==> config.mk <==
export PLATFORM = sky130hd
export DESIGN_NAME = hbm_mvm_wt_fetch_sched
export DESIGN_NICKNAME = d
export VERILOG_FILES = /design/src/rtl/hbm_mvm_wt_fetch_sched.sv
export SDC_FILE = /design/constraint.sdc
export NUM_CORES = 1
export LEC_CHECK = 0
export CAP_MARGIN = 20
export CORE_MARGIN = 2
export CORE_UTILIZATION = 44
export CTS_CLUSTER_SIZE = 30
export DETAILED_ROUTE_END_ITERATION = 10
export HOLD_SLACK_MARGIN = 0.08
export PLACE_DENSITY = 0.66
export SYNTH_ARGS = -nofsm -noshare
export SYNTH_HDL_FRONTEND = slang
export SYNTH_SLANG_ARGS = --single-unit
==> constraint.sdc <==
create_clock -name clk -period 13.9 [get_ports clk]
set_input_delay 4.17 -clock clk [delete_from_list [all_inputs] [get_ports clk]]
set_output_delay 4.17 -clock clk [all_outputs]
set_load 0.02 [all_outputs]
==> src/rtl/hbm_mvm_wt_fetch_sched.sv <==
// -----------------------------------------------------------------------------
// hbm_mvm_wt_fetch_sched
//
// Sequences HBM weight and quant-scale read commands for one MVM/BN layer.
// The layer is walked tile by tile (one tile per CHout/Tout). Within a tile
// every CHin scale group produces a weight burst followed by a scale burst.
// Tiles are throttled by a weight-buffer credit counter, and each tile
// launches one BN-parameter fetch pulse.
//
// Ports
//   clk, rst            clock, synchronous active-high reset
//   start               layer start pulse, sampled only while idle
//   cfg_*               layer geometry, latched on the accepted start
//   cmd_valid/ready     valid/ready handshake towards the HBM read engine
//   cmd_addr/len        burst start address and byte length
//   cmd_is_scale        1 = scale burst, 0 = weight burst
//   cmd_last            last command of the current tile
//   tile_release        pulse from compute: one weight slot freed
//   bn_req/bn_tile_idx  1-cycle BN fetch request with its tile index
//   busy                high from accepted start until done
//   done                1-cycle pulse at the end of the layer
// -----------------------------------------------------------------------------
module hbm_mvm_wt_fetch_sched #(
    parameter int ADDR_W     = 32,
    parameter int LEN_W      = 24,
    parameter int CNT_W      = 16,
    parameter int MAX_CREDIT = 2
) (
    input  logic              clk,
    input  logic              rst,
    input  logic              start,
    input  logic [ADDR_W-1:0] cfg_wt_base,
    input  logic [CNT_W-1:0]  cfg_tiles,
    input  logic [CNT_W-1:0]  cfg_groups,
    input  logic [LEN_W-1:0]  cfg_grp_bytes,
    input  logic [LEN_W-1:0]  cfg_last_grp_bytes,
    input  logic [LEN_W-1:0]  cfg_scale_bytes,
    input  logic [ADDR_W-1:0] cfg_tile_stride,
    output logic              cmd_valid,
    input  logic              cmd_ready,
    output logic [ADDR_W-1:0] cmd_addr,
    output logic [LEN_W-1:0]  cmd_len,
    output logic              cmd_is_scale,
    output logic              cmd_last,
    input  logic              tile_release,
    output logic              bn_req,
    output logic [CNT_W-1:0]  bn_tile_idx,
    output logic              busy,
    output logic              done
);

    localparam int                CRED_W   = $clog2(MAX_CREDIT + 1);
    localparam logic [CRED_W-1:0] CRED_MAX = CRED_W'(MAX_CREDIT);
    localparam logic [CRED_W-1:0] CRED_ONE = CRED_W'(1);
    localparam logic [CNT_W-1:0]  CNT_ONE  = CNT_W'(1);

    typedef enum logic [2:0] {
        S_IDLE,
        S_CREDIT,
        S_WT,
        S_SCALE,
        S_NEXT,
        S_DONE
    } state_t;

    state_t            state;
    logic [CNT_W-1:0]  tiles_r;
    logic [CNT_W-1:0]  groups_r;
    logic [LEN_W-1:0]  grp_bytes_r;
    logic [LEN_W-1:0]  last_bytes_r;
    logic [LEN_W-1:0]  scale_bytes_r;
    logic [ADDR_W-1:0] tile_stride_r;
    logic [CNT_W-1:0]  t_cnt;
    logic [CNT_W-1:0]  g_cnt;
    logic [ADDR_W-1:0] tile_addr;
    logic [ADDR_W-1:0] grp_addr;
    logic [CRED_W-1:0] credit;

    logic              last_grp;
    logic              next_is_last;
    logic              consume;

    // The last group may be short; a zero last-group length means "full group".
    function automatic logic [LEN_W-1:0] wt_len_of(input logic             is_last,
                                                   input logic [LEN_W-1:0] full_len,
                                                   input logic [LEN_W-1:0] short_len);
        return (is_last && short_len != '0) ? short_len : full_len;
    endfunction

    assign last_grp     = (g_cnt == groups_r - CNT_ONE);
    assign next_is_last = (g_cnt + CNT_ONE == groups_r - CNT_ONE);
    assign consume      = (state == S_CREDIT) && (credit != '0);

    always_ff @(posedge clk) begin
        if (rst) begin
            state        <= S_IDLE;
            credit       <= CRED_MAX;
            cmd_valid    <= 1'b0;
            cmd_addr     <= '0;
            cmd_len      <= '0;
            cmd_is_scale <= 1'b0;
            cmd_last     <= 1'b0;
            bn_req       <= 1'b0;
            bn_tile_idx  <= '0;
            busy         <= 1'b0;
            done         <= 1'b0;
            t_cnt        <= '0;
            g_cnt        <= '0;
        end else begin
            bn_req <= 1'b0;
            done   <= 1'b0;

            // Credit: a new layer refills the buffer; otherwise release and
            // consume cancel, and a release at full credit is dropped.
            if (state == S_IDLE && start) begin
                credit <= CRED_MAX;
            end else if (consume && !tile_release) begin
                credit <= credit - CRED_ONE;
            end else if (tile_release && !consume && credit != CRED_MAX) begin
                credit <= credit + CRED_ONE;
            end

            case (state)
                S_IDLE: begin
                    if (start) begin
                        tiles_r       <= cfg_tiles;
                        groups_r      <= cfg_groups;
                        grp_bytes_r   <= cfg_grp_bytes;
                        last_bytes_r  <= cfg_last_grp_bytes;
                        scale_bytes_r <= cfg_scale_bytes;
                        tile_stride_r <= cfg_tile_stride;
                        tile_addr     <= cfg_wt_base;
                        grp_addr      <= cfg_wt_base;
                        t_cnt         <= '0;
                        g_cnt         <= '0;
                        if (cfg_tiles == '0 || cfg_groups == '0) begin
                            state <= S_DONE;
                            done  <= 1'b1;
                        end else begin
                            state <= S_CREDIT;
                            busy  <= 1'b1;
                        end
                    end
                end

                S_CREDIT: begin
                    if (credit != '0) begin
                        state        <= S_WT;
                        bn_req       <= 1'b1;
                        bn_tile_idx  <= t_cnt;
                        cmd_valid    <= 1'b1;
                        cmd_addr     <= grp_addr;
                        cmd_len      <= wt_len_of(last_grp, grp_bytes_r, last_bytes_r);
                        cmd_is_scale <= 1'b0;
                        cmd_last     <= 1'b0;
                    end
                end

                S_WT: begin
                    if (cmd_ready) begin
                        // Scale block sits directly behind this group's weights.
                        state        <= S_SCALE;
                        cmd_addr     <= cmd_addr + ADDR_W'(cmd_len);
                        cmd_len      <= scale_bytes_r;
                        cmd_is_scale <= 1'b1;
                        cmd_last     <= last_grp;
                    end
                end

                S_SCALE: begin
                    if (cmd_ready) begin
                        if (!last_grp) begin
                            // Next group starts right after this scale block.
                            state        <= S_WT;
                            g_cnt        <= g_cnt + CNT_ONE;
                            grp_addr     <= cmd_addr + ADDR_W'(scale_bytes_r);
                            cmd_addr     <= cmd_addr + ADDR_W'(scale_bytes_r);
                            cmd_len      <= wt_len_of(next_is_last, grp_bytes_r, last_bytes_r);
                            cmd_is_scale <= 1'b0;
                            cmd_last     <= 1'b0;
                        end else begin
                            state     <= S_NEXT;
                            cmd_valid <= 1'b0;
                        end
                    end
                end

                S_NEXT: begin
                    if (t_cnt == tiles_r - CNT_ONE) begin
                        state <= S_DONE;
                        done  <= 1'b1;
                        busy  <= 1'b0;
                    end else begin
                        state     <= S_CREDIT;
                        t_cnt     <= t_cnt + CNT_ONE;
                        g_cnt     <= '0;
                        tile_addr <= tile_addr + tile_stride_r;
                        grp_addr  <= tile_addr + tile_stride_r;
                    end
                end

                S_DONE: begin
                    state <= S_IDLE;
                end

                default: begin
                    state <= S_IDLE;
                end
            endcase
        end
    end

endmodule

Yosys cells after proc, flatten, opt, wreduce, memory -nomap -nowiden
Index checks and enable logic that the tools add are counted.

Bits in registers: 315. Bits of input ports: 173. Output and inout port bits: 78.

Add/sub/neg operators: 9. Equality and inequality tests: 17. Mux-type cells: 53. Bitwise operators: 2. Reductions and logical operators: 32.

Operators by type and width (number): $mux W32 (6); $pmux W32 S3 (2); $mux W24 (6); $mux W16 (5); $pmux W24 S3 (1); $add A32 B24 Y32 (2); $pmux W32 S2 (1); $eq A16 B16 Y1 (3); $pmux W16 S3 (1); $add A16 B1 Y16 const B (2); $add A32 B32 Y32 (1); $logic_not A16 Y1 (2); $pmux W16 S2 (1); $sub A16 B1 Y16 const B (2); $reduce_bool A24 Y1 (1); $mux W3 (7); $ne A2 B2 Y1 const B (9); $reduce_and A4 Y1 (4); $mux W1 (15); $pmux W3 S5 (1); $reduce_and A5 Y1 (2); $reduce_bool A2 Y1 (4); $logic_and A1 B1 Y1 (7); $eq A3 B2 Y1 const B (2); 17 further kinds (26).

Depth between registers and ports, before layout
Word-level depth: 7. Gate-level depth with buffers: 16. Mapped depth without buffers: 12.

Worst setup path before layout
OpenSTA, ideal clock, no wires.

Kind: input-to-reg. Start point: input rst. End point: register groups_r[0] (enable). Arrival: 10443 ps. Required time: 13266 ps. Setup slack: 2823 ps. Cell stages on the path: 4. Cell sequence: clkbuf_1 -> clkbuf_1 -> clkbuf_1 -> nor2_1.

Longest elaborated chain between the ends: 2.

RTL lines: start: declaration (RTL line 30) `input logic rst,`; $not A1 Y1 (no source line); $reduce_and A3 Y1 (no source line); end signal: assignment (RTL line 127) `groups_r <= cfg_groups;`; end: declaration (RTL line 68) `logic [CNT_W-1:0] groups_r;`.

No other way between the ends. A chain may end at the register's enable or synchronous reset.

Final worst setup path
Start point: input cmd_ready. End point: register cmd_len[9].

Longest elaborated chain between the ends: 2.

RTL lines: start: declaration (RTL line 40) `input logic cmd_ready,`; $ne A2 B2 Y1 (no source line); $reduce_and A5 Y1 (no source line) (*); end signal: assignment (RTL line 153) `cmd_len <= wt_len_of(last_grp, grp_bytes_r, last_bytes_r);`; end signal: assignment (RTL line 164) `cmd_len <= scale_bytes_r;`; end signal: assignment (RTL line 178) `cmd_len <= wt_len_of(next_is_last, grp_bytes_r, last_bytes_r);`; end: declaration (RTL line 42) `output logic [LEN_W-1:0] cmd_len,`.

Mark *: on every way between the ends. The rest lies on a longest branch, timed or not.

==> report_table.html <==
<table>
<tr><th>Metric</th><th>Value</th></tr>
<tr><th colspan="2">Status</th></tr>
<tr><td>Status</td><td>complete, no violations</td></tr>
<tr><th colspan="2">Clocking</th></tr>
<tr><td>PostCTS Resize Cnt</td><td>0</td></tr>
<tr><td>Cell at the root of the clock tree</td><td>sky130_fd_sc_hd__clkbuf_16</td></tr>
<tr><td>CTS max path bufs</td><td>3</td></tr>
<tr><td>CTS hold repair buffers</td><td>0</td></tr>
<tr><td>Clock tree from TritonCTS</td><td>yes</td></tr>
<tr><td>Cts bufs inserted</td><td>38</td></tr>
<tr><td>Number of setup buffers added after CTS</td><td>0</td></tr>
<tr><td>Clk slew on worst S/H paths</td><td>0.06 ns</td></tr>
<tr><td>Clock network latency to the later pin of the worst-skew pair</td><td>0.58 ns</td></tr>
<tr><td>Clock Sinks</td><td>315</td></tr>
<tr><td>H-tree depth</td><td>2</td></tr>
<tr><th colspan="2">Placed design</th></tr>
<tr><td>DP Area</td><td>21400 sq um</td></tr>
<tr><td>Hpwl dp</td><td>42.3 mm</td></tr>
<tr><td>Count of buffers from port buffering</td><td>250</td></tr>
<tr><td>Instance count after placement with tap cells included</td><td>2652</td></tr>
<tr><td>RD Place Congestion</td><td>0.914</td></tr>
<tr><th colspan="2">Synthesis</th></tr>
<tr><td>Count of flip-flops with a built-in enable after synthesis</td><td>200</td></tr>
<tr><td>Syn Nets</td><td>2196</td></tr>
<tr><td>Synth Area per Inst</td><td>9.52 sq um</td></tr>
<tr><td>Top_reg_cell synth</td><td>sky130_fd_sc_hd__edfxtp_1</td></tr>
<tr><td>Number of flip-flops and latches in the synthesized netlist</td><td>315</td></tr>
<tr><td>Gate Count Post-Synth</td><td>1937</td></tr>
<tr><td>Number of warnings reported in the yosys synthesis log</td><td>0</td></tr>
<tr><td>Share of the synthesized area in the top cell type</td><td>32.6%</td></tr>
<tr><td>Dominant cell type by area after synthesis</td><td>sky130_fd_sc_hd__edfxtp_1</td></tr>
<tr><td>Top post-synthesis cells by area</td><td>sky130_fd_sc_hd__edfxtp_1 33%, sky130_fd_sc_hd__dfxtp_1 12%, sky130_fd_sc_hd__ha_1 5.6%, sky130_fd_sc_hd__a21oi_1 5.2%, sky130_fd_sc_hd__xnor2_1 4.6%</td></tr>
<tr><td>Number of library cell types mapped by synthesis</td><td>79</td></tr>
<tr><td>Mapped cell area</td><td>18400 sq um</td></tr>
<tr><td>Share of flip-flops with an asynchronous set or reset after synthesis</td><td>0%</td></tr>
<tr><td>Sequential share of the synthesized area</td><td>45.0%</td></tr>
<tr><th colspan="2">Power and ir drop</th></tr>
<tr><td>IR Drop Worst-Case VDD</td><td>0.0902 mV</td></tr>
<tr><td>Design Power</td><td>2.89 mW</td></tr>
<tr><td>Net switching component of the power</td><td>0.927 mW</td></tr>
<tr><td>Power density cells</td><td>127 nW/um^2</td></tr>
<tr><td>LEAKAGE</td><td>8.45 nW</td></tr>
<tr><td>Switching part of the total</td><td>32.1%</td></tr>
<tr><td>Cell internal power dissipation</td><td>1.96 mW</td></tr>
<tr><td>Combinational fraction of design power</td><td>24.8%</td></tr>
<tr><td>Sequential Power Share</td><td>40.0%</td></tr>
<tr><td>Part of the total power dissipated in the clock network</td><td>35.1%</td></tr>
<tr><th colspan="2">Floorplanning</th></tr>
<tr><td>IO Pins</td><td>251</td></tr>
<tr><td>Die boundary height</td><td>209 um</td></tr>
<tr><td>Placeable core region</td><td>41700 sq um</td></tr>
<tr><td>Row Count</td><td>75</td></tr>
<tr><td>Initial core utilization</td><td>44.3%</td></tr>
<tr><td>Area of the die</td><td>43600 sq um</td></tr>
<tr><td>Die outline width</td><td>209 um</td></tr>
<tr><th colspan="2">Setup path</th></tr>
<tr><td>Delay of the slowest cell on the worst path</td><td>0.69 ns</td></tr>
<tr><td>Most repeated library cell on the critical path</td><td>sky130_fd_sc_hd__a21oi_1</td></tr>
<tr><td>Required arrival time at the worst endpoint</td><td>14.38 ns</td></tr>
<tr><td>Worst path bufs/invs</td><td>2</td></tr>
<tr><td>WP data arrival</td><td>7.39 ns</td></tr>
<tr><td>Max stage delay cell, worst path</td><td>sky130_fd_sc_hd__o21a_1</td></tr>
<tr><td>Worst setup SP type</td><td>input port</td></tr>
<tr><td>Critical path class</td><td>input port to flip-flop</td></tr>
<tr><td>Critical path capture point type</td><td>flip-flop</td></tr>
<tr><td>Cells along the critical path</td><td>clkdlybuf4s50_1 -&gt; nand2_1 -&gt; a21oi_1 -&gt; o21a_1 -&gt; nand2_1 -&gt; buf_4 -&gt; nor2_1 -&gt; a21oi_1 -&gt; a21oi_1</td></tr>
<tr><td>Kind of cell with the highest combined delay on the critical path</td><td>compound AO/OA/AOI/OAI gates</td></tr>
<tr><td>Max Fanout on Critical Path</td><td>24</td></tr>
<tr><th colspan="2">Finish</th></tr>
<tr><td>Layout cells sized above 1</td><td>5.17%</td></tr>
<tr><td>Layout-stage area growth over the synthesis result</td><td>23.0%</td></tr>
<tr><td>Count of placed standard cells in the final layout, fillers left out</td><td>2725</td></tr>
<tr><td>Post-Layout Inst Area</td><td>22700 sq um</td></tr>
<tr><td>Leading cell type in the layout, fill and taps excluded</td><td>sky130_fd_sc_hd__clkdlybuf4s50_1</td></tr>
<tr><td>Commonest cells after routing, fill and taps aside</td><td>249 x sky130_fd_sc_hd__clkdlybuf4s50_1, 210 x sky130_fd_sc_hd__nand2_1, 200 x sky130_fd_sc_hd__edfxtp_1</td></tr>
<tr><td>Number of nets in the layout</td><td>2413</td></tr>
<tr><th colspan="2">STA</th></tr>
<tr><td>Final total negative setup slack</td><td>0 ns</td></tr>
<tr><td>Finish-stage setup viols</td><td>0</td></tr>
<tr><td>Fmax</td><td>0.145 GHz</td></tr>
<tr><td>Max-slew violation count</td><td>0</td></tr>
<tr><td>Final hold viol count</td><td>0</td></tr>
<tr><td>Worst-case clock skew</td><td>0.0318 ns</td></tr>
<tr><td>Relative slew slack</td><td>32.0%</td></tr>
<tr><td>RSZ-0062 raised after global routing</td><td>no</td></tr>
<tr><td>Final critical-path required period</td><td>6.92 ns</td></tr>
<tr><td>Transition time at the pin with the least slew margin</td><td>1.01 ns</td></tr>
<tr><td>Fraction of the cycle the final worst path needs</td><td>49.8%</td></tr>
<tr><th colspan="2">Global routing</th></tr>
<tr><td>Global route overflow</td><td>0</td></tr>
<tr><td>Global router's overall resource usage</td><td>25.7%</td></tr>
<tr><td>Largest net degree at the start of global routing</td><td>87</td></tr>
<tr><td>Vias in the first global route</td><td>15600</td></tr>
<tr><td>Global-route wire length before repair</td><td>87.4 mm</td></tr>
<tr><td>Initial antenna violation count</td><td>2</td></tr>
<tr><th colspan="2">Hold path</th></tr>
<tr><td>Kind of path behind the tightest hold check</td><td>flip-flop to flip-flop</td></tr>
<tr><th colspan="2">Detailed routing</th></tr>
<tr><td>1st-pass router iterations</td><td>5</td></tr>
<tr><td>DR WL/cell</td><td>21.0 um</td></tr>
<tr><td>Via count</td><td>15900</td></tr>
<tr><td>Remaining DRCs</td><td>0</td></tr>
<tr><td>Post-route ant nets</td><td>0</td></tr>
<tr><td>Total routed wirelength</td><td>57.1 mm</td></tr>
<tr><td>Via density per instance</td><td>5.82</td></tr>
<tr><td>Iteration-0 DRC count of the detailed router</td><td>1288</td></tr>
<tr><th colspan="2">Job</th></tr>
<tr><td>Count of max-cap constraint violations</td><td>0</td></tr>
</table>
[sequential cells by signal, summed over array words and instances (netlist names), 24 cells and up]
| register | flops |
|---|---|
| cmd_addr | 32 |
| cmd_len | 24 |
| grp_addr | 32 |
| grp_bytes_r | 24 |
| last_bytes_r | 24 |
| scale_bytes_r | 24 |
| tile_addr | 32 |
| tile_stride_r | 32 |
[per-layer routing]
| layer | wire [um] | vias up | GRT usage (%) |
|---|---|---|---|
| li1 | - | 7625 | - |
| met1 | 23100 | 7589 | 31.3 |
| met2 | 27900 | 496 | 43.8 |
| met3 | 3640 | 142 | 5.55 |
| met4 | 2520 | 0 | 11.4 |
| met5 | 0 | - | 0 |
[tightest hold or removal path, cell delays in order, from the launching register on]
cell                      delay, ns
sky130_fd_sc_hd__dfxtp_1       0.32
sky130_fd_sc_hd__nand2_1       0.06
sky130_fd_sc_hd__a21oi_1       0.05
[path summary, 6_finish.rpt]
check	from	endpoint	depth (start not counted)	slack [ns]
setup reg to reg	groups_r[0]	cmd_len[9]	13	8.92
hold reg to reg	bn_tile_idx[15]	bn_tile_idx[15]	2	0.47
hold / removal	bn_tile_idx[15]	bn_tile_idx[15]	2	0.47
setup / recovery	cmd_ready	cmd_len[9]	9	6.98
[stage by stage]
| stage | setup slack [ns] | hold slack (ns) | utilization [%] |
|---|---|---|---|
| CTS | 7.06 | 0.467 | 54.4 |
| global placement | 6.53 | 0.457 | 51.4 |
| floorplan | 2.82 | 0.457 | - |
| finish | 6.98 | 0.470 | 54.5 |
| detailed placement | 6.47 | 0.454 | 51.4 |
| global route | 6.76 | 0.484 | 54.5 |
[power by group through the flow]
stage	combinational (mW)	sequential, mW	clock (mW)
after floorplan	0.431	1.18	0
after global placement	0.699	1.18	0
after detailed placement	0.710	1.18	0
after CTS	0.715	1.16	1.03
after global routing	0.785	1.16	1.07
final	0.718	1.16	1.02
[cells in the mapped netlist (all sizes together) (10+ instances only)]
cell type and count:
a211o 29, a211oi 23, a21o 36, a21oi 190, a22oi 14, a31oi 16, and2 10, and3 20
buf 23, clkbuf 72, dfxtp 115, edfxtp 200, ha 83, inv 31, mux2i 61, nand2 212
nand2b 14, nand3 59, nand4 25, nor2 186, nor2b 11, nor3 50, nor4 29, o211ai 20
o21a 14, o21ai 89, o21bai 16, o31ai 11, or3 22, xnor2 96, xor2 49
[cell type report]
class | instances | area [sq um]
fillers | 3731 | 19000
multi-input cells | 1494 | 9660
flip-flops and latches | 315 | 8310
repair buffers | 272 | 2660
clock buffers | 48 | 1000
well taps | 539 | 674
clock inverters | 22 | 255
inverters | 33 | 124
diodes | 2 | 5.00
[cell families (layout without fill, tap and decap cells)]
family	count (synthesis)	after routing	synth area share, %
other	0	2	0
muxes	64	64	3.49
and+or+nand+nor	681	681	17.8
xor gates and xnor gates	148	148	7.25
AOI/OAI and AO/OA	515	515	17.6
DFF	315	315	45.0
adders and majority gates	86	86	5.96
buffers and inverters	128	375	2.82
No activity file was read; power rests on OpenSTA's default activity.
